<file path="config.mk">
export PLATFORM = sky130hd
export DESIGN_NAME = seq_divider
export DESIGN_NICKNAME = d
export VERILOG_FILES = /design/src/rtl/div_pkg.sv /design/src/rtl/div_step.sv /design/src/rtl/seq_divider.sv
export SDC_FILE = /design/constraint.sdc
export NUM_CORES = 1
export LEC_CHECK = 0
export CAP_MARGIN = 10
export CORE_MARGIN = 5
export CORE_UTILIZATION = 35
export DETAILED_ROUTE_END_ITERATION = 10
export DONT_BUFFER_PORTS = 1
export HOLD_SLACK_MARGIN = 0.06
export PLACE_DENSITY = 0.54
export REMOVE_ABC_BUFFERS = 1
export SETUP_SLACK_MARGIN = 0.3
export SLEW_MARGIN = 20
export SYNTH_ARGS = -nofsm -noshare
export SYNTH_HDL_FRONTEND = slang
export SYNTH_SLANG_ARGS = --single-unit
</file>
<file path="constraint.sdc">
create_clock -name clk -period 2.87 [get_ports clk]
set_clock_uncertainty 0.2 [all_clocks]
set_input_delay 0.574 -clock clk [delete_from_list [all_inputs] [get_ports clk]]
set_output_delay 0.574 -clock clk [all_outputs]
set_load 0.05 [all_outputs]
</file>
<file path="src/rtl/div_pkg.sv">
// div_pkg: shared state type and width constants for the sequential divider
package div_pkg;
    localparam int DIV_W = 8;
    localparam int DIV_CW = $clog2(DIV_W);
    typedef enum logic [1:0] {IDLE, RUN, DONE} state_t;
endpackage

</file>
<file path="src/rtl/div_step.sv">
// div_step: one restoring-division iteration (shift in a dividend bit, trial subtract)
module div_step #(
    parameter int W = 8
) (
    input  logic [W-1:0] i_rem,
    input  logic         i_bit,
    input  logic [W-1:0] i_b,
    output logic [W-1:0] o_rem,
    output logic         o_q
);
    logic [W:0] w_t;
    assign w_t = {i_rem, i_bit};
    assign o_q = w_t >= {1'b0, i_b};
    // the true difference is below B, so dropping the top bit of t is exact
    assign o_rem = o_q ? w_t[W-1:0] - i_b : w_t[W-1:0];
endmodule

</file>
<file path="src/rtl/seq_divider.sv">
// seq_divider: restoring 2W/W divider, one quotient bit per cycle, valid/ready on both sides
module seq_divider
    import div_pkg::*;
#(
    parameter int W = DIV_W
) (
    input  logic           clk,
    input  logic           rst,
    input  logic           in_valid,
    output logic           in_ready,
    input  logic [2*W-1:0] C,
    input  logic [W-1:0]   B,
    output logic           out_valid,
    input  logic           out_ready,
    output logic [W-1:0]   A,
    output logic [W-1:0]   R,
    output logic           ovf,
    output logic           div0
);
    localparam int CW = $clog2(W);
    state_t         r_state, w_next;
    logic [W-1:0]   r_rem, r_dq, r_b, w_rem;
    logic [CW-1:0]  r_cnt;
    logic           w_q, w_acc, w_last, w_err;
    div_step #(.W(W)) u_step (
        .i_rem (r_rem),
        .i_bit (r_dq[W-1]),
        .i_b   (r_b),
        .o_rem (w_rem),
        .o_q   (w_q)
    );
    assign in_ready  = r_state == IDLE;
    assign out_valid = r_state == DONE;
    assign w_acc     = in_valid && in_ready;
    assign w_last    = r_cnt == CW'(W - 1);
    assign w_err     = B == '0 || C[2*W-1:W] >= B;
    always_comb begin
        w_next = r_state;
        if (w_acc)
            w_next = w_err ? DONE : RUN;
        else if (r_state == RUN)
            w_next = w_last ? DONE : RUN;
        else if (r_state == DONE)
            w_next = out_ready ? IDLE : DONE;
    end
    // dq doubles as the quotient register: dividend bits leave the top, quotient bits enter the bottom
    always_ff @(posedge clk) begin
        if (rst) begin
            r_state <= IDLE;
            r_rem   <= '0;
            r_dq    <= '0;
            r_b     <= '0;
            r_cnt   <= '0;
            A       <= '0;
            R       <= '0;
            ovf     <= 1'b0;
            div0    <= 1'b0;
        end else begin
            r_state <= w_next;
            if (w_acc) begin
                r_b   <= B;
                r_rem <= C[2*W-1:W];
                r_dq  <= C[W-1:0];
                r_cnt <= '0;
                if (w_err) begin
                    A    <= '1;
                    R    <= B == '0 ? C[W-1:0] : '0;
                    div0 <= B == '0;
                    ovf  <= B != '0;
                end
            end else if (r_state == RUN) begin
                r_rem <= w_rem;
                r_dq  <= {r_dq[W-2:0], w_q};
                r_cnt <= r_cnt + 1'b1;
                if (w_last) begin
                    A    <= {r_dq[W-2:0], w_q};
                    R    <= w_rem;
                    ovf  <= 1'b0;
                    div0 <= 1'b0;
                end
            end
        end
    end
endmodule
</file>
==> impl_metrics.tcl, run 1 <==
set metrics [dict create \
    status "completed" \
    drt-initial-drc-count 105 \
    path_clk_slew_ns 0.10 \
    rsz0062_at_grt "yes" \
    max_stage_delay_ns 0.53 \
    clock_path_buffers 2 \
    antenna-diode-count 0 \
    chipWidth_um 97.67 \
    r2r-start "r_state[0]" \
    yosysTopAreaCell "dfxtp_1" \
    gp_congestion 0.8025 \
    synthTopCellsByArea "dfxtp_1 35%, ha_1 8.4%, nand2_1 6.4%" \
    dpl.hpwl_um 5080 \
    area.growth.synth_to_final_pct 8.837 \
    wirelength_met1_um 3024 \
    antenna_found_initial 0 \
    p_switching_mw 1.122 \
    wl_met3_um 275 \
    ir_worst_vdd_uv 363.0 \
    design.core.area_um2 7607 \
    dr.pass1.iters 4 \
    wl_per_cell_um 15.71 \
    cts_buffers 5 \
    met2_length_um 3385 \
    hold_violations 0 \
    row_count 32 \
    cts_tree "yes" \
    dr.max_layer_used "met4" \
    avgSynthCellArea_um2 8.227 \
    fin_tns_setup_ns 0 \
    clock_latency_ns 0.30 \
    drive_gt1_share_pct 13.72 \
    grt-ovfl-total 0 \
    p_sw_share_pct 43.93 \
    period_needed_ns 2.460 \
    finalSetupViolCount 0 \
    fp.dieH_um 97.67 \
    p_leak_nw 1.110 \
    maxCapViolCount 0 \
    worst_ep_required_time_ns 2.88 \
    ys_seq_area_share_pct 34.98 \
    fin_nets 374 \
    ys_ff_latch 47 \
    startpoint "r_state[0]" \
    tightest_slew_ns 0.6242 \
    num_vias 2228 \
    period_share_pct 85.72 \
    grt_pass1_wl_um 10960 \
    clock-root-buffer "clkbuf_8" \
    synth_cell_types 49 \
    p_int_mw 1.432 \
    grt_pass1_vias 2159 \
    fin_ws_ns 0.4098 \
    crit_chain "nor2_2 -> and2_2 -> a21oi_2 -> a31oi_4 -> buf_12 -> nor2_1 -> a311oi_1" \
    clkPwrFrac_pct 20.2 \
    ant_nets 0 \
    power_density_nw_per_um2 872.6 \
    portBuffers 0 \
    relSlewSlack_pct 58.34 \
    clock_sinks 47 \
    routed_wl_um 6754 \
    yosys_warnings 0 \
    endpoint_kind "register" \
    cp_max_fo 26 \
    dp_slack_ns 0.2434 \
    arrival_ns 2.47 \
    hp-class "in -> reg" \
    pwr-share-seq_pct 38.0 \
    h-tree-depth 2 \
    power.share.combinational_pct 41.8 \
    initial_core_util_pct 35.36 \
    via_per_inst 5.181 \
    syn_inst 327 \
    grt_max_degree 47 \
    die-area_um2 9539 \
    cts_setup_buffers 0 \
    maxSlewViolCount 0 \
    grt_usage_pct 14.05 \
    drc 0 \
    yosysTopAreaCellShare_pct 34.98 \
    netlist_area_um2 2690 \
    clock.fmax_mhz 406.5 \
    min_from "rst" \
    path_class "reg -> reg" \
    boundaryPins 48 \
    start_kind "register" \
    crit_slowest_cell "nor2_2" \
]
-- what timing repair did --
action	4_1_cts	5_1_grt
pin swaps	0	1
gates resized for setup	1	3
endpoints found under the setup margin	9	8
hold buffers	0	0
-- layout by cell type, fill, tap and decap left out, types with 3 or more instances in the layout --
master and instances:
dfxtp_1 46, nand2_1 45, nor2_1 41, a21oi_1 25, inv_1 20, ha_1 18, nor3_1 14, o21ai_0 12
a211oi_1 7, a22oi_1 7, nor2b_1 6, nand3_1 6, a31oi_1 6, a311oi_2 6, buf_4 6, clkbuf_8 5
a21o_1 4, a21oi_2 3, xor2_1 3, nand2b_1 3, o21a_1 3
-- final timing paths --
check	cells past startpoint	slack (ns)	end
worst max-delay path	7	0.41	R[7]
worst min-delay path	1	0.12	R[3]
worst max register to register	7	0.41	R[7]
worst min register to register	2	0.26	r_b[2]
-- cell families after synthesis --
kind of cell,count (synthesis),share of synthesized area (%)
adder cells (fa/ha/maj),19,9.116
XOR/XNOR,5,1.628
buffers and inverters,34,5.860
flip-flops,47,34.98
multiplexers,3,1.302
AO/OA/AOI/OAI,92,25.81
AND/OR/NAND/NOR,127,21.30
-- synthesized netlist by cell type (all sizes together) --
library cell,n
o31a,1
and3,1
nand2b,3
clkbuf,6
buf,8
mux2,1
o21ai,16
o21ba,1
nand2,47
xor2,3
nor4,2
a311o,1
a22oi,7
nand3,7
ha,18
nand4b,1
inv,20
a211oi,9
nor2b,6
o21a,4
a221oi,2
xnor2,2
a21o,4
o31ai,1
dfxtp,47
nor2,44
a31oi,8
fa,1
nor3,14
mux2i,2
and2,2
a311oi,7
o211ai,3
a21oi,28
-- cell type report --
cell class                 count  area [um^2]
clock buffer                   5        68.82
timing repair buffer           7        65.06
tap                          102        127.6
clock inverter                 3        47.55
multi-input combinational    246         1602
sequential                    47        942.2
fill                         794         4679
inverter                      20        75.07
-- power groups by stage --
stage          Clock (mW)  Sequential, mW  Combinational [mW]
3_3_place_gp            0           0.988                1.05
6_report            0.515           0.972                1.07
3_5_place_dp            0           0.989                1.06
5_1_grt             0.553           0.988                1.17
4_1_cts             0.527           0.974                1.06
2_1_floorplan           0           0.963               0.824
-- metal layers --
metal / vias up / global-route usage (%)
met5: - / 0
met4: 0 / 3.514
met2: 33 / 24.09
met3: 5 / 3.374
met1: 1039 / 17.66
li1: 1151 / -
-- through the flow --
step                      power [mW]  hold slack (ns)  utilization [%]  area (um^2)  std cells
after floorplan                1.786           0.2303                -         2608        313
after global placement         2.039           0.2400            36.81         2800        422
after detailed placement       2.045           0.2445            36.81         2800        422
after CTS                      2.563           0.1135            38.36         2918        430
after global routing           2.709          0.09932            38.49         2928        430
final                          2.555           0.1208            38.49         2928        430
-- state kept, by name (all words and copies together) (netlist names) --
signal	flops
r_rem	8
ovf	1
A	8
r_dq	8
r_state	2
div0	1
R	8
r_b	8
r_cnt	3
-- worst max-delay path: cells and delay by family (launching register included) --
family,cells,cell delay (ns)
AO/OA/AOI/OAI,3,0.55
buffers and inverters,1,0.19
flip-flops,1,0.37
AND/OR/NAND/NOR,3,1.06
(Power assumes the default switching activity.)
==> run 2: changes to the inputs <==
--- a/config.mk
+++ b/config.mk
@@ -19,2 +19,3 @@
 export SYNTH_HDL_FRONTEND = slang
 export SYNTH_SLANG_ARGS = --single-unit
+export TNS_END_PERCENT = 1
==> constraint.sdc (replaced) <==
create_clock -name clk -period 2.87 [get_ports clk]
set_clock_uncertainty 0.2 [all_clocks]
set_input_delay 0.287 -clock clk [delete_from_list [all_inputs] [get_ports clk]]
set_output_delay 0.287 -clock clk [all_outputs]
set_load 0.05 [all_outputs]
==> run 2 against run 1 <==
Compared with the run above:
- maximum frequency is 1.5% lower
- critical path type unchanged
- largest cell class unchanged
- register-to-register slack got worse by 0.04 ns
- first-iteration DRC count shrank 29%
- utilization is 1.8 points higher
- worst hold slack got worse by 0.034 ns
- largest power group unchanged
- clock-buffer cell count stayed put
==> impl_metrics.tcl, run 2 (same netlist as run 1, synthesis figures left out) <==
set metrics [dict create \
    status "completed" \
    arrival_ns 2.53 \
    tightest_slew_ns 0.7867 \
    period_needed_ns 2.499 \
    fin_nets 392 \
    path_class "reg -> reg" \
    rsz0062_at_grt "yes" \
    power_density_nw_per_um2 800.7 \
    cts_tree "yes" \
    cts_buffers 5 \
    via_per_inst 5.195 \
    maxSlewViolCount 0 \
    dr.pass1.iters 4 \
    mostFrequentLayoutCells "47 x dfxtp_1, 46 x nand2_1, 41 x nor2_1" \
    worst_ep_required_time_ns 2.90 \
    drc 0 \
    die-area_um2 9539 \
    wl_per_cell_um 15.57 \
    clock_path_buffers 2 \
    cts_setup_buffers 0 \
    dpl.hpwl_um 5257 \
    ir_worst_vdd_uv 300.8 \
    antenna-diode-count 0 \
    grt_pass1_vias 2293 \
    grt_usage_pct 14.83 \
    initial_core_util_pct 35.36 \
    num_vias 2322 \
    portBuffers 0 \
    design.core.area_um2 7607 \
    clock.fmax_mhz 400.2 \
    boundaryPins 48 \
    drive_gt1_share_pct 11.59 \
    path_clk_slew_ns 0.09 \
    post_cts_resized 0 \
    endpoint_kind "register" \
    chipWidth_um 97.67 \
    fin_tns_setup_ns 0 \
    grt_max_degree 47 \
    clock-root-buffer "clkbuf_8" \
    max_stage_delay_ns 0.43 \
    relSlewSlack_pct 47.55 \
    hp-class "in -> reg" \
    period_share_pct 87.06 \
    cp_max_fo 3 \
    row_count 32 \
    final_common_cell "dfxtp_1" \
    ant_nets 0 \
    drt-initial-drc-count 75 \
    crit_slowest_cell "fa_1" \
    grt-ovfl-total 0 \
    routed_wl_um 6961 \
    clock_latency_ns 0.30 \
    power.total_mw 2.453 \
    fp.dieH_um 97.67 \
    finalSetupViolCount 0 \
    area.growth.synth_to_final_pct 13.86 \
    crit_chain "inv_1 -> ha_1 -> fa_1 -> nand4b_1 -> a31oi_1 -> nor2_1 -> xor2_1 -> o31a_1 -> a211oi_2" \
    p_leak_nw 1.168 \
    clock_sinks 47 \
    hold_violations 0 \
    antenna_found_initial 0 \
    maxCapViolCount 0 \
    grt_pass1_wl_um 11640 \
    start_kind "register" \
    h-tree-depth 2 \
    gp_congestion 0.8490 \
]
-- run 2: through the flow --
stage	worst slack (ns)	instance area, um^2	utilization [%]	instances	hold slack [ns]
floorplan	0.1156	2608	-	313	0.1516
global placement	0.3859	2780	36.55	421	0.1589
detailed placement	0.3782	2780	36.55	421	0.1597
CTS	0.3694	3063	40.26	447	0.08054
global route	0.2094	3063	40.26	447	0.08456
finish	0.3713	3063	40.26	447	0.08727
-- run 2: timing repair --
item                       in CTS  in global routing
hold endpoints to repair       47                  0
setup endpoints to repair       0                  8
hold buffers                   19                  0
-- run 2: path summary, 6_finish.rpt --
path / slack [ns] / to / cells past startpoint / from
min reg2reg: 0.26 / r_b[6] / 2 / r_b[6]
min: 0.09 / r_state[0] / 3 / in_valid
max reg2reg: 0.37 / R[6] / 9 / r_dq[7]
max: 0.37 / R[6] / 9 / r_dq[7]
-- run 2: area by class of cell --
cell class | instances | area (um^2)
fill | 793 | 4544
timing repair buffer | 25 | 245.2
tap | 102 | 127.6
inverter | 20 | 75.07
clock inverter | 2 | 13.76
clock buffer | 5 | 68.82
multi-input combinational | 246 | 1592
sequential | 47 | 940.9
-- run 2: report_power, final --
| part | internal (mW) | leakage [nW] | total (mW) | switching [mW] |
|---|---|---|---|---|
| clock network | 0.167 | 0.0440 | 0.390 | 0.223 |
| registers | 0.752 | 0.387 | 0.975 | 0.223 |
| logic | 0.426 | 0.737 | 1.09 | 0.661 |
-- run 2: routing by layer --
| layer | global-route usage [%] | vias to the layer above | routed length, um |
|---|---|---|---|
| li1 | - | 1190 | - |
| met1 | 19.39 | 1088 | 3243 |
| met2 | 24.83 | 37 | 3379 |
| met3 | 2.872 | 7 | 258 |
| met4 | 4.153 | 0 | 80 |
| met5 | 0 | - | 0 |
-- run 2: worst max-delay path: cells and delay by family (launching register included) --
| kind | cells | cell delay, ns |
|---|---|---|
| buffers and inverters | 1 | 0.06 |
| flip-flops | 1 | 0.41 |
| adder cells (fa/ha/maj) | 2 | 0.63 |
| AO/OA/AOI/OAI | 3 | 0.67 |
| XOR/XNOR | 1 | 0.16 |
| AND/OR/NAND/NOR | 2 | 0.30 |
==> run 3: changes to the inputs <==
Settings changed: SLEW_MARGIN 20 to unset.
==> results of run 3 <==
The final DEF is identical to that of run 2; final timing and power are the same.
